## src/rtl/hex_line_render_pkg.sv

```systemverilog
// hex_line_render_pkg: glyph geometry, FSM states and band size shared by the renderer and its bench
package hex_line_render_pkg;
  localparam int GLYPH_W = 16;
  localparam int GLYPH_H = 16;
  typedef enum logic [1:0] {IDLE, RUN, DRAIN} state_t;
  function automatic int band_pixels(input int nchars);
    return GLYPH_W * GLYPH_H * nchars;
  endfunction
endpackage

```

## src/rtl/hex_line_render_if.sv

```systemverilog
// hex_line_render_if: load handshake, glyph ROM port and pixel stream of one hex text band
interface hex_line_render_if #(parameter int NCHARS = 8) ();
  logic                  load_valid;
  logic                  load_ready;
  logic [4*NCHARS-1:0]   load_data;
  logic                  cursor_en;
  logic [3:0]            cursor_idx;
  logic [3:0]            glyph_x;
  logic [3:0]            glyph_y;
  logic [3:0]            glyph_no;
  logic                  glyph_pixel;
  logic                  pix_valid;
  logic                  pix_ready;
  logic                  pix;
  logic                  pix_sol;
  logic                  pix_last;
  modport master (
    input  load_valid, load_data, cursor_en, cursor_idx, glyph_pixel, pix_ready,
    output load_ready, glyph_x, glyph_y, glyph_no, pix_valid, pix, pix_sol, pix_last
  );
  modport slave (
    output load_valid, load_data, cursor_en, cursor_idx, glyph_pixel, pix_ready,
    input  load_ready, glyph_x, glyph_y, glyph_no, pix_valid, pix, pix_sol, pix_last
  );
endinterface

```

## src/rtl/hex_line_render_glyph_scan_counter.sv

```systemverilog
// glyph_scan_counter: nested column/digit/row raster counters for one band of glyphs
module glyph_scan_counter
  import hex_line_render_pkg::*;
#(parameter int NCHARS = 8) (
  input  logic       clk,
  input  logic       reset_n,
  input  logic       step,
  input  logic       clear,
  output logic [3:0] column,
  output logic [3:0] digit,
  output logic [3:0] row,
  output logic       sol,
  output logic       last
);
  logic w_col_end, w_dig_end;
  assign w_col_end = column == 4'(GLYPH_W - 1);
  assign w_dig_end = digit == 4'(NCHARS - 1);
  assign sol       = column == 4'd0 && digit == 4'd0;
  assign last      = w_col_end && w_dig_end && row == 4'(GLYPH_H - 1);
  // The band never wraps rows: stepping past the final pixel parks at the origin
  always_ff @(posedge clk or negedge reset_n) begin
    if (!reset_n) begin
      column <= '0;
      digit  <= '0;
      row    <= '0;
    end else if (clear || (step && last)) begin
      column <= '0;
      digit  <= '0;
      row    <= '0;
    end else if (step) begin
      column <= column + 4'd1;
      if (w_col_end) begin
        digit <= w_dig_end ? 4'd0 : digit + 4'd1;
        row   <= w_dig_end ? row + 4'd1 : row;
      end
    end
  end
endmodule

```

## src/rtl/hex_line_render.sv

```systemverilog
// hex_line_render: streams the glyph pixels of a band of hex digits in raster order
module hex_line_render
  import hex_line_render_pkg::*;
#(parameter int NCHARS = 8) (
  input logic clk,
  input logic reset_n,
  hex_line_render_if.master bus
);
  state_t              r_state, w_state_nx;
  logic [4*NCHARS-1:0] r_data;
  logic                r_cursor_en;
  logic [3:0]          r_cursor_idx;
  logic                r_primed, r_load_ready, r_pix_valid, r_pix, r_pix_sol, r_pix_last;
  logic                w_load, w_adv, w_drained, w_ready_nx, w_sol, w_last;
  logic [3:0]          w_col, w_dig, w_row, w_glyph_no;

  glyph_scan_counter #(.NCHARS(NCHARS)) u_scan (
    .clk(clk), .reset_n(reset_n), .step(w_adv), .clear(r_state == IDLE),
    .column(w_col), .digit(w_dig), .row(w_row), .sol(w_sol), .last(w_last)
  );

  assign w_load    = r_state == IDLE && r_load_ready && bus.load_valid;
  // The first RUN cycle lets the ROM address settle on the freshly captured word
  assign w_adv     = r_state == RUN && r_primed && (!r_pix_valid || bus.pix_ready);
  assign w_drained = r_state == DRAIN && r_pix_valid && bus.pix_ready;

  always_comb begin
    w_glyph_no = '0;
    for (int i = 0; i < NCHARS; i++)
      if (w_dig == 4'(i)) w_glyph_no = r_data[4*(NCHARS-1-i) +: 4];
  end

  always_ff @(posedge clk or negedge reset_n) begin
    if (!reset_n) begin
      r_state      <= IDLE;
      r_load_ready <= 1'b0;
    end else begin
      r_state      <= w_state_nx;
      r_load_ready <= w_ready_nx;
    end
  end

  always_comb begin
    w_state_nx = r_state;
    w_ready_nx = r_load_ready;
    case (r_state)
      IDLE: begin
        w_state_nx = w_load ? RUN : IDLE;
        w_ready_nx = !w_load;
      end
      RUN:   w_state_nx = (w_adv && w_last) ? DRAIN : RUN;
      DRAIN: begin
        w_state_nx = w_drained ? IDLE : DRAIN;
        w_ready_nx = w_drained;
      end
      default: w_state_nx = IDLE;
    endcase
  end

  always_ff @(posedge clk or negedge reset_n) begin
    if (!reset_n) begin
      r_data       <= '0;
      r_cursor_en  <= 1'b0;
      r_cursor_idx <= '0;
      r_primed     <= 1'b0;
      r_pix_valid  <= 1'b0;
      r_pix        <= 1'b0;
      r_pix_sol    <= 1'b0;
      r_pix_last   <= 1'b0;
    end else begin
      r_primed <= r_state == RUN;
      if (w_load) begin
        r_data       <= bus.load_data;
        r_cursor_en  <= bus.cursor_en;
        r_cursor_idx <= bus.cursor_idx;
      end
      if (w_adv) begin
        r_pix       <= bus.glyph_pixel ^ (r_cursor_en && w_dig == r_cursor_idx);
        r_pix_valid <= 1'b1;
        r_pix_sol   <= w_sol;
        r_pix_last  <= w_last;
      end else if (w_drained) begin
        r_pix       <= 1'b0;
        r_pix_valid <= 1'b0;
        r_pix_sol   <= 1'b0;
        r_pix_last  <= 1'b0;
      end
    end
  end

  assign bus.load_ready = r_load_ready;
  assign bus.glyph_x    = w_col;
  assign bus.glyph_y    = w_row;
  assign bus.glyph_no   = w_glyph_no;
  assign bus.pix_valid  = r_pix_valid;
  assign bus.pix        = r_pix;
  assign bus.pix_sol    = r_pix_sol;
  assign bus.pix_last   = r_pix_last;
endmodule

```

## src/flat_wrapper.sv

```systemverilog
// flat-port wrapper written by rule: the top's interface ports become plain ports
module hex_line_render_flat import hex_line_render_pkg::*;
#(parameter int NCHARS = 8)
  (clk, reset_n, bus_load_valid, bus_load_data, bus_cursor_en, bus_cursor_idx, bus_glyph_pixel, bus_pix_ready, bus_load_ready, bus_glyph_x, bus_glyph_y, bus_glyph_no, bus_pix_valid, bus_pix, bus_pix_sol, bus_pix_last);
  hex_line_render_if #(.NCHARS(NCHARS)) bus_i ();
  input logic clk;
  input logic reset_n;
  input wire logic [$bits(bus_i.load_valid)-1:0] bus_load_valid;
  input wire logic [$bits(bus_i.load_data)-1:0] bus_load_data;
  input wire logic [$bits(bus_i.cursor_en)-1:0] bus_cursor_en;
  input wire logic [$bits(bus_i.cursor_idx)-1:0] bus_cursor_idx;
  input wire logic [$bits(bus_i.glyph_pixel)-1:0] bus_glyph_pixel;
  input wire logic [$bits(bus_i.pix_ready)-1:0] bus_pix_ready;
  output wire logic [$bits(bus_i.load_ready)-1:0] bus_load_ready;
  output wire logic [$bits(bus_i.glyph_x)-1:0] bus_glyph_x;
  output wire logic [$bits(bus_i.glyph_y)-1:0] bus_glyph_y;
  output wire logic [$bits(bus_i.glyph_no)-1:0] bus_glyph_no;
  output wire logic [$bits(bus_i.pix_valid)-1:0] bus_pix_valid;
  output wire logic [$bits(bus_i.pix)-1:0] bus_pix;
  output wire logic [$bits(bus_i.pix_sol)-1:0] bus_pix_sol;
  output wire logic [$bits(bus_i.pix_last)-1:0] bus_pix_last;
  assign bus_i.load_valid = bus_load_valid;
  assign bus_i.load_data = bus_load_data;
  assign bus_i.cursor_en = bus_cursor_en;
  assign bus_i.cursor_idx = bus_cursor_idx;
  assign bus_i.glyph_pixel = bus_glyph_pixel;
  assign bus_i.pix_ready = bus_pix_ready;
  assign bus_load_ready = bus_i.load_ready;
  assign bus_glyph_x = bus_i.glyph_x;
  assign bus_glyph_y = bus_i.glyph_y;
  assign bus_glyph_no = bus_i.glyph_no;
  assign bus_pix_valid = bus_i.pix_valid;
  assign bus_pix = bus_i.pix;
  assign bus_pix_sol = bus_i.pix_sol;
  assign bus_pix_last = bus_i.pix_last;
  hex_line_render #(.NCHARS(NCHARS)) u_core (.clk(clk), .reset_n(reset_n), .bus(bus_i));
endmodule
```

## config.mk

```make
export PLATFORM = sky130hd
export DESIGN_NAME = hex_line_render_flat
export DESIGN_NICKNAME = d
export VERILOG_FILES = /design/src/rtl/hex_line_render_pkg.sv /design/src/rtl/hex_line_render_if.sv /design/src/rtl/hex_line_render_glyph_scan_counter.sv /design/src/rtl/hex_line_render.sv /design/src/flat_wrapper.sv
export SDC_FILE = /design/constraint.sdc
export NUM_CORES = 1
export LEC_CHECK = 0
export ABC_CLOCK_PERIOD_IN_PS = 2820
export CAP_MARGIN = 25
export CORE_UTILIZATION = 40
export CTS_BUF_LIST = sky130_fd_sc_hd__clkbuf_4 sky130_fd_sc_hd__clkbuf_8
export CTS_CLUSTER_SIZE = 28
export DETAILED_ROUTE_END_ITERATION = 8
export GPL_ROUTABILITY_DRIVEN = 0
export HOLD_SLACK_MARGIN = 0.1
export PLACE_DENSITY = 0.72
export SLEW_MARGIN = 20
export SYNTH_ARGS = -nofsm -noshare
export SYNTH_HDL_FRONTEND = slang
export SYNTH_HIERARCHICAL = 1
export SYNTH_SLANG_ARGS = --single-unit
```

## constraint.sdc

```tcl
create_clock -name clk -period 2.82 [get_ports clk]
set_clock_uncertainty 0.2 [all_clocks]
set_input_delay 0.846 -clock clk [delete_from_list [all_inputs] [get_ports clk]]
set_output_delay 0.846 -clock clk [all_outputs]
set_load 0.05 [all_outputs]
```

==> reports/summary.log <==
[status] run status complete, no violations
[setup_path] endpoint type of the worst setup path output pin
[logic_synthesis] Synthesis Warnings 6
[detailed_routing] length of the first detailed-routing pass in iterations 4
[setup_path] CP arrival 1730 ps
[detailed_routing] vias per std cell 5.10
[clock_network] H-Tree Level Count 3
[detailed_routing] detailed-route wire length 6.08 mm
[global_routing] vias in the first global route 2075
[global_routing] number of antenna violations at the first check in global routing 0
[die] Die W 86.0 um
[timing] Worst Hold Margin 280 ps
[setup_path] Crit. path cell count 4
[die] Initial Util 0.416
[layout] Post-Layout Cell Count 419
[global_routing] global-route wire length before repair 10.0 mm
[global_routing] total routing usage reported by global routing 0.174
[placement] HPWL reported at the end of detailed placement 4.18 mm
[layout] Reg area 1430 um^2
[pwr] Max IR drop VDD 0.000447 V
[setup_path] Slowest Stage Delay on Critical Path 520 ps
[detailed_routing] Post-route DRC 0
[min_path] depth of the worst hold-timing path 1
[placement] Placed Cells 399
[placement] Buffers on Ports 58
[pwr] total leakage power 0.00162 uW
[pwr] power density over the cells 868 nW/um^2
[setup_path] worst flop-to-flop path endpoint u_core/u_scan/row[3]$_DFFE_PN0P_
[logic_synthesis] Yosys reg bits 57
[clock_network] clock tree root driver cell sky130_fd_sc_hd__clkbuf_8
[timing] fin worst setup slack 47.1 ps
[layout] share of final-layout standard cells stronger than drive strength 1 0.254
[setup_path] launching instance or port of the critical path u_core/u_scan/digit[0]$_DFFE_PN0P_
[setup_path] startpoint of the worst-slack reg-to-reg timing path u_core/r_state[1]$_DFF_PN0_
[layout] commonest cells after routing, fill and taps aside 54 x sky130_fd_sc_hd__dfrtp_1, 53 x sky130_fd_sc_hd__clkdlybuf4s50_1, 25 x sky130_fd_sc_hd__mux2_2
[timing] Tmin final 2770 ps
[clock_network] number of buffers inserted by hold repair at cts 0
[job] MaxCap Viol Count 0
[logic_synthesis] Netlist cell types 43
[timing] achievable frequency 361 MHz
[setup_path] termination of the worst setup path bus_glyph_no[3]
[timing] RSZ-0062 raised after global routing true
[global_routing] maximum number of pins on one net before global-route repair 39
[layout] multi-input combinational cell area 1300 um^2
[setup_path] slowest cell on the critical path sky130_fd_sc_hd__mux4_2
[layout] layout overhead on the synthesized area 36.6%
[setup_path] worst setup path category reg2out
[layout] final cell utilization of the core 0.568
[setup_path] required time of the critical path 1770 ps
[setup_path] dominant delay contributor by cell family on the critical path multiplexers
[placement] setup slack at placement -60.4 ps
[logic_synthesis] Netlist Area Pre-Place 2820 um^2
[detailed_routing] First DRT Iteration DRCs 127
[layout] most common cell after layout, fill and taps aside sky130_fd_sc_hd__dfrtp_1
[die] total number of placement rows 30
[detailed_routing] via total after detailed routing 2135
[clock_network] number of sinks handled by clock tree synthesis 57
[logic_synthesis] Avg Synthesized Cell Area 11.6 um^2
[setup_path] kind of start point of the critical path flip-flop
[timing] max-slew violation total from the final report 0
[timing] worst-margin pin slew 565 ps
[layout] net count of the finished layout 365
[detailed_routing] per-cell routed wire length 14.5 um
[clock_network] CTS tree yes
[timing] share of the clock period used by the worst path 0.983
[timing] Setup violations, final 0
[clock_network] post-CTS clock slew at the launch and capture registers of the worst setup and hold paths 60 ps
[setup_path] worst-path cell chain mux4_2, o21ai_1, o31ai_2, buf_4
[die] core area 6790 um^2
[logic_synthesis] synthesized netlist net count 290
[layout] number of fillers in the final layout 589
[layout] number of diodes 0
[logic_synthesis] sequential cell area fraction in the yosys report 0.505
[logic_synthesis] synthesized instance count 243
[placement] cell area after placement 3600 um^2
[detailed_routing] antenna violation net count after detailed routing 0
[min_path] path category of the worst min-delay check reg2reg
[die] top-level I/O count 59
[clock_network] maximum number of buffers from clock root to sink 2
[timing] final hold violation count 0
[setup_path] r2r worst-path depth 6
[die] floorplan die area 7400 um^2
[setup_path] buffers and inverters on the worst path 1
[global_routing] total congestion overflow 0
[setup_path] crit path max fanout 3
[clock_network] Num CTS Buffers 9
[die] Die Y 86.0 um
[setup_path] Register-to-Register Setup Slack 640 ps
[clock_network] Skew-Pair Late Insertion Delay 330 ps
[timing] relative max-transition margin 0.623
[layout] finished layout cell area 3860 um^2
[worst min-delay path by stage]
| stage | end | slack [ps] | start |
|---|---|---|---|
| finish | u_core/r_data[14]$_DFFE_PN0N_ | 280 | u_core/r_data[14]$_DFFE_PN0N_ |
| global route | u_core/r_data[22]$_DFFE_PN0N_ | 310 | u_core/r_data[22]$_DFFE_PN0N_ |
| CTS | u_core/r_data[14]$_DFFE_PN0N_ | 280 | u_core/r_data[14]$_DFFE_PN0N_ |
| detailed placement | u_core/r_data[14]$_DFFE_PN0N_ | 270 | u_core/r_data[14]$_DFFE_PN0N_ |
| global placement | u_core/r_data[14]$_DFFE_PN0N_ | 260 | u_core/r_data[14]$_DFFE_PN0N_ |
| floorplan | u_core/r_data[14]$_DFFE_PN0N_ | 250 | u_core/r_data[14]$_DFFE_PN0N_ |
[cell type report]
class / instances / area share
Multi-Input combinational cell: 164 / 0.337
Inverter: 10 / 0.00973
Clock buffer: 11 / 0.0376
Timing Repair Buffer: 76 / 0.200
Tap cell: 96 / 0.0311
Clock inverter: 5 / 0.0143
Sequential cell: 57 / 0.371
[through the flow]
step                      power (uW)  TNS [ps]
after global placement          2540         0
final                           3350         0
after global routing            3530     -24.9
after detailed placement        2580     -60.4
after CTS                       3360         0
after floorplan                 2130         0
[report_power, final]
part | internal [uW] | switching, uW
registers | 1140 | 215
logic | 619 | 612
clock network | 438 | 324
total | 2200 | 1150
[cell usage after synthesis, drive strengths merged]
| cell type | n | area [um^2] |
|---|---|---|
| a21o | 2 | 15.0 |
| a21oi | 14 | 70.1 |
| a22o | 2 | 17.5 |
| a22oi | 2 | 15.0 |
| a31oi | 3 | 18.8 |
| and2b | 1 | 7.51 |
| and3 | 1 | 6.26 |
| and3b | 1 | 8.76 |
| and4 | 1 | 8.76 |
| buf | 11 | 91.3 |
| clkbuf | 1 | 3.75 |
| dfrtp | 57 | 1430 |
| ha | 5 | 62.6 |
| inv | 10 | 37.5 |
| mux2 | 38 | 428 |
| mux2i | 6 | 60.1 |
| mux4 | 3 | 67.6 |
| nand2 | 14 | 52.6 |
| nand2b | 2 | 12.5 |
| nand3 | 14 | 75.1 |
| nand3b | 1 | 11.3 |
| nand4 | 3 | 18.8 |
| nand4b | 2 | 17.5 |
| nor2 | 12 | 45.0 |
| nor2b | 2 | 12.5 |
| nor3 | 6 | 35.0 |
| nor4 | 1 | 6.26 |
| o211ai | 2 | 15.0 |
| o21ai | 10 | 50.1 |
| o22ai | 2 | 12.5 |
| o31ai | 2 | 15.0 |
| o32ai | 2 | 17.5 |
| or3 | 1 | 6.26 |
| or4 | 2 | 15.0 |
| xnor2 | 1 | 8.76 |
| xor2 | 6 | 52.6 |
[flip-flops by register name (all words and copies together) (netlist names)]
name,cells
u_core/bus.load_ready,1
u_core/bus.pix,1
u_core/bus.pix_last,1
u_core/bus.pix_sol,1
u_core/bus.pix_valid,1
u_core/r_cursor_en,1
u_core/r_cursor_idx,4
u_core/r_data,32
u_core/r_primed,1
u_core/r_state,2
u_core/u_scan/column,4
u_core/u_scan/digit,4
u_core/u_scan/row,4
[what timing repair did]
item	in CTS	in global routing
pin swaps	0	1
resized for setup	3	7
hold endpoints to repair	0	0
endpoints found under the setup margin	4	4
buffers inserted	1	3
[worst reg2reg max path, cell delays in order (launching register included)]
cell	delay, ps
sky130_fd_sc_hd__dfrtp_1	450
sky130_fd_sc_hd__and2b_1	280
sky130_fd_sc_hd__nand3_2	100
sky130_fd_sc_hd__inv_2	60
sky130_fd_sc_hd__nand4_1	260
sky130_fd_sc_hd__or4_1	550
sky130_fd_sc_hd__a31oi_1	190
[routing by layer]
metal	GRT usage	wire, um
met1	0.244	2920
met2	0.267	2880
met3	0.0289	188
met4	0.0773	84
met5	0	0
[cell families after synthesis]
kind of cell	synth area share
simple gates	0.120
compound gates	0.0873
mux	0.197
fa+ha+maj	0.0222
buf+inv	0.0470
flops	0.505
xor+xnor	0.0217
Note: power is estimated with default switching activity, not from simulation.
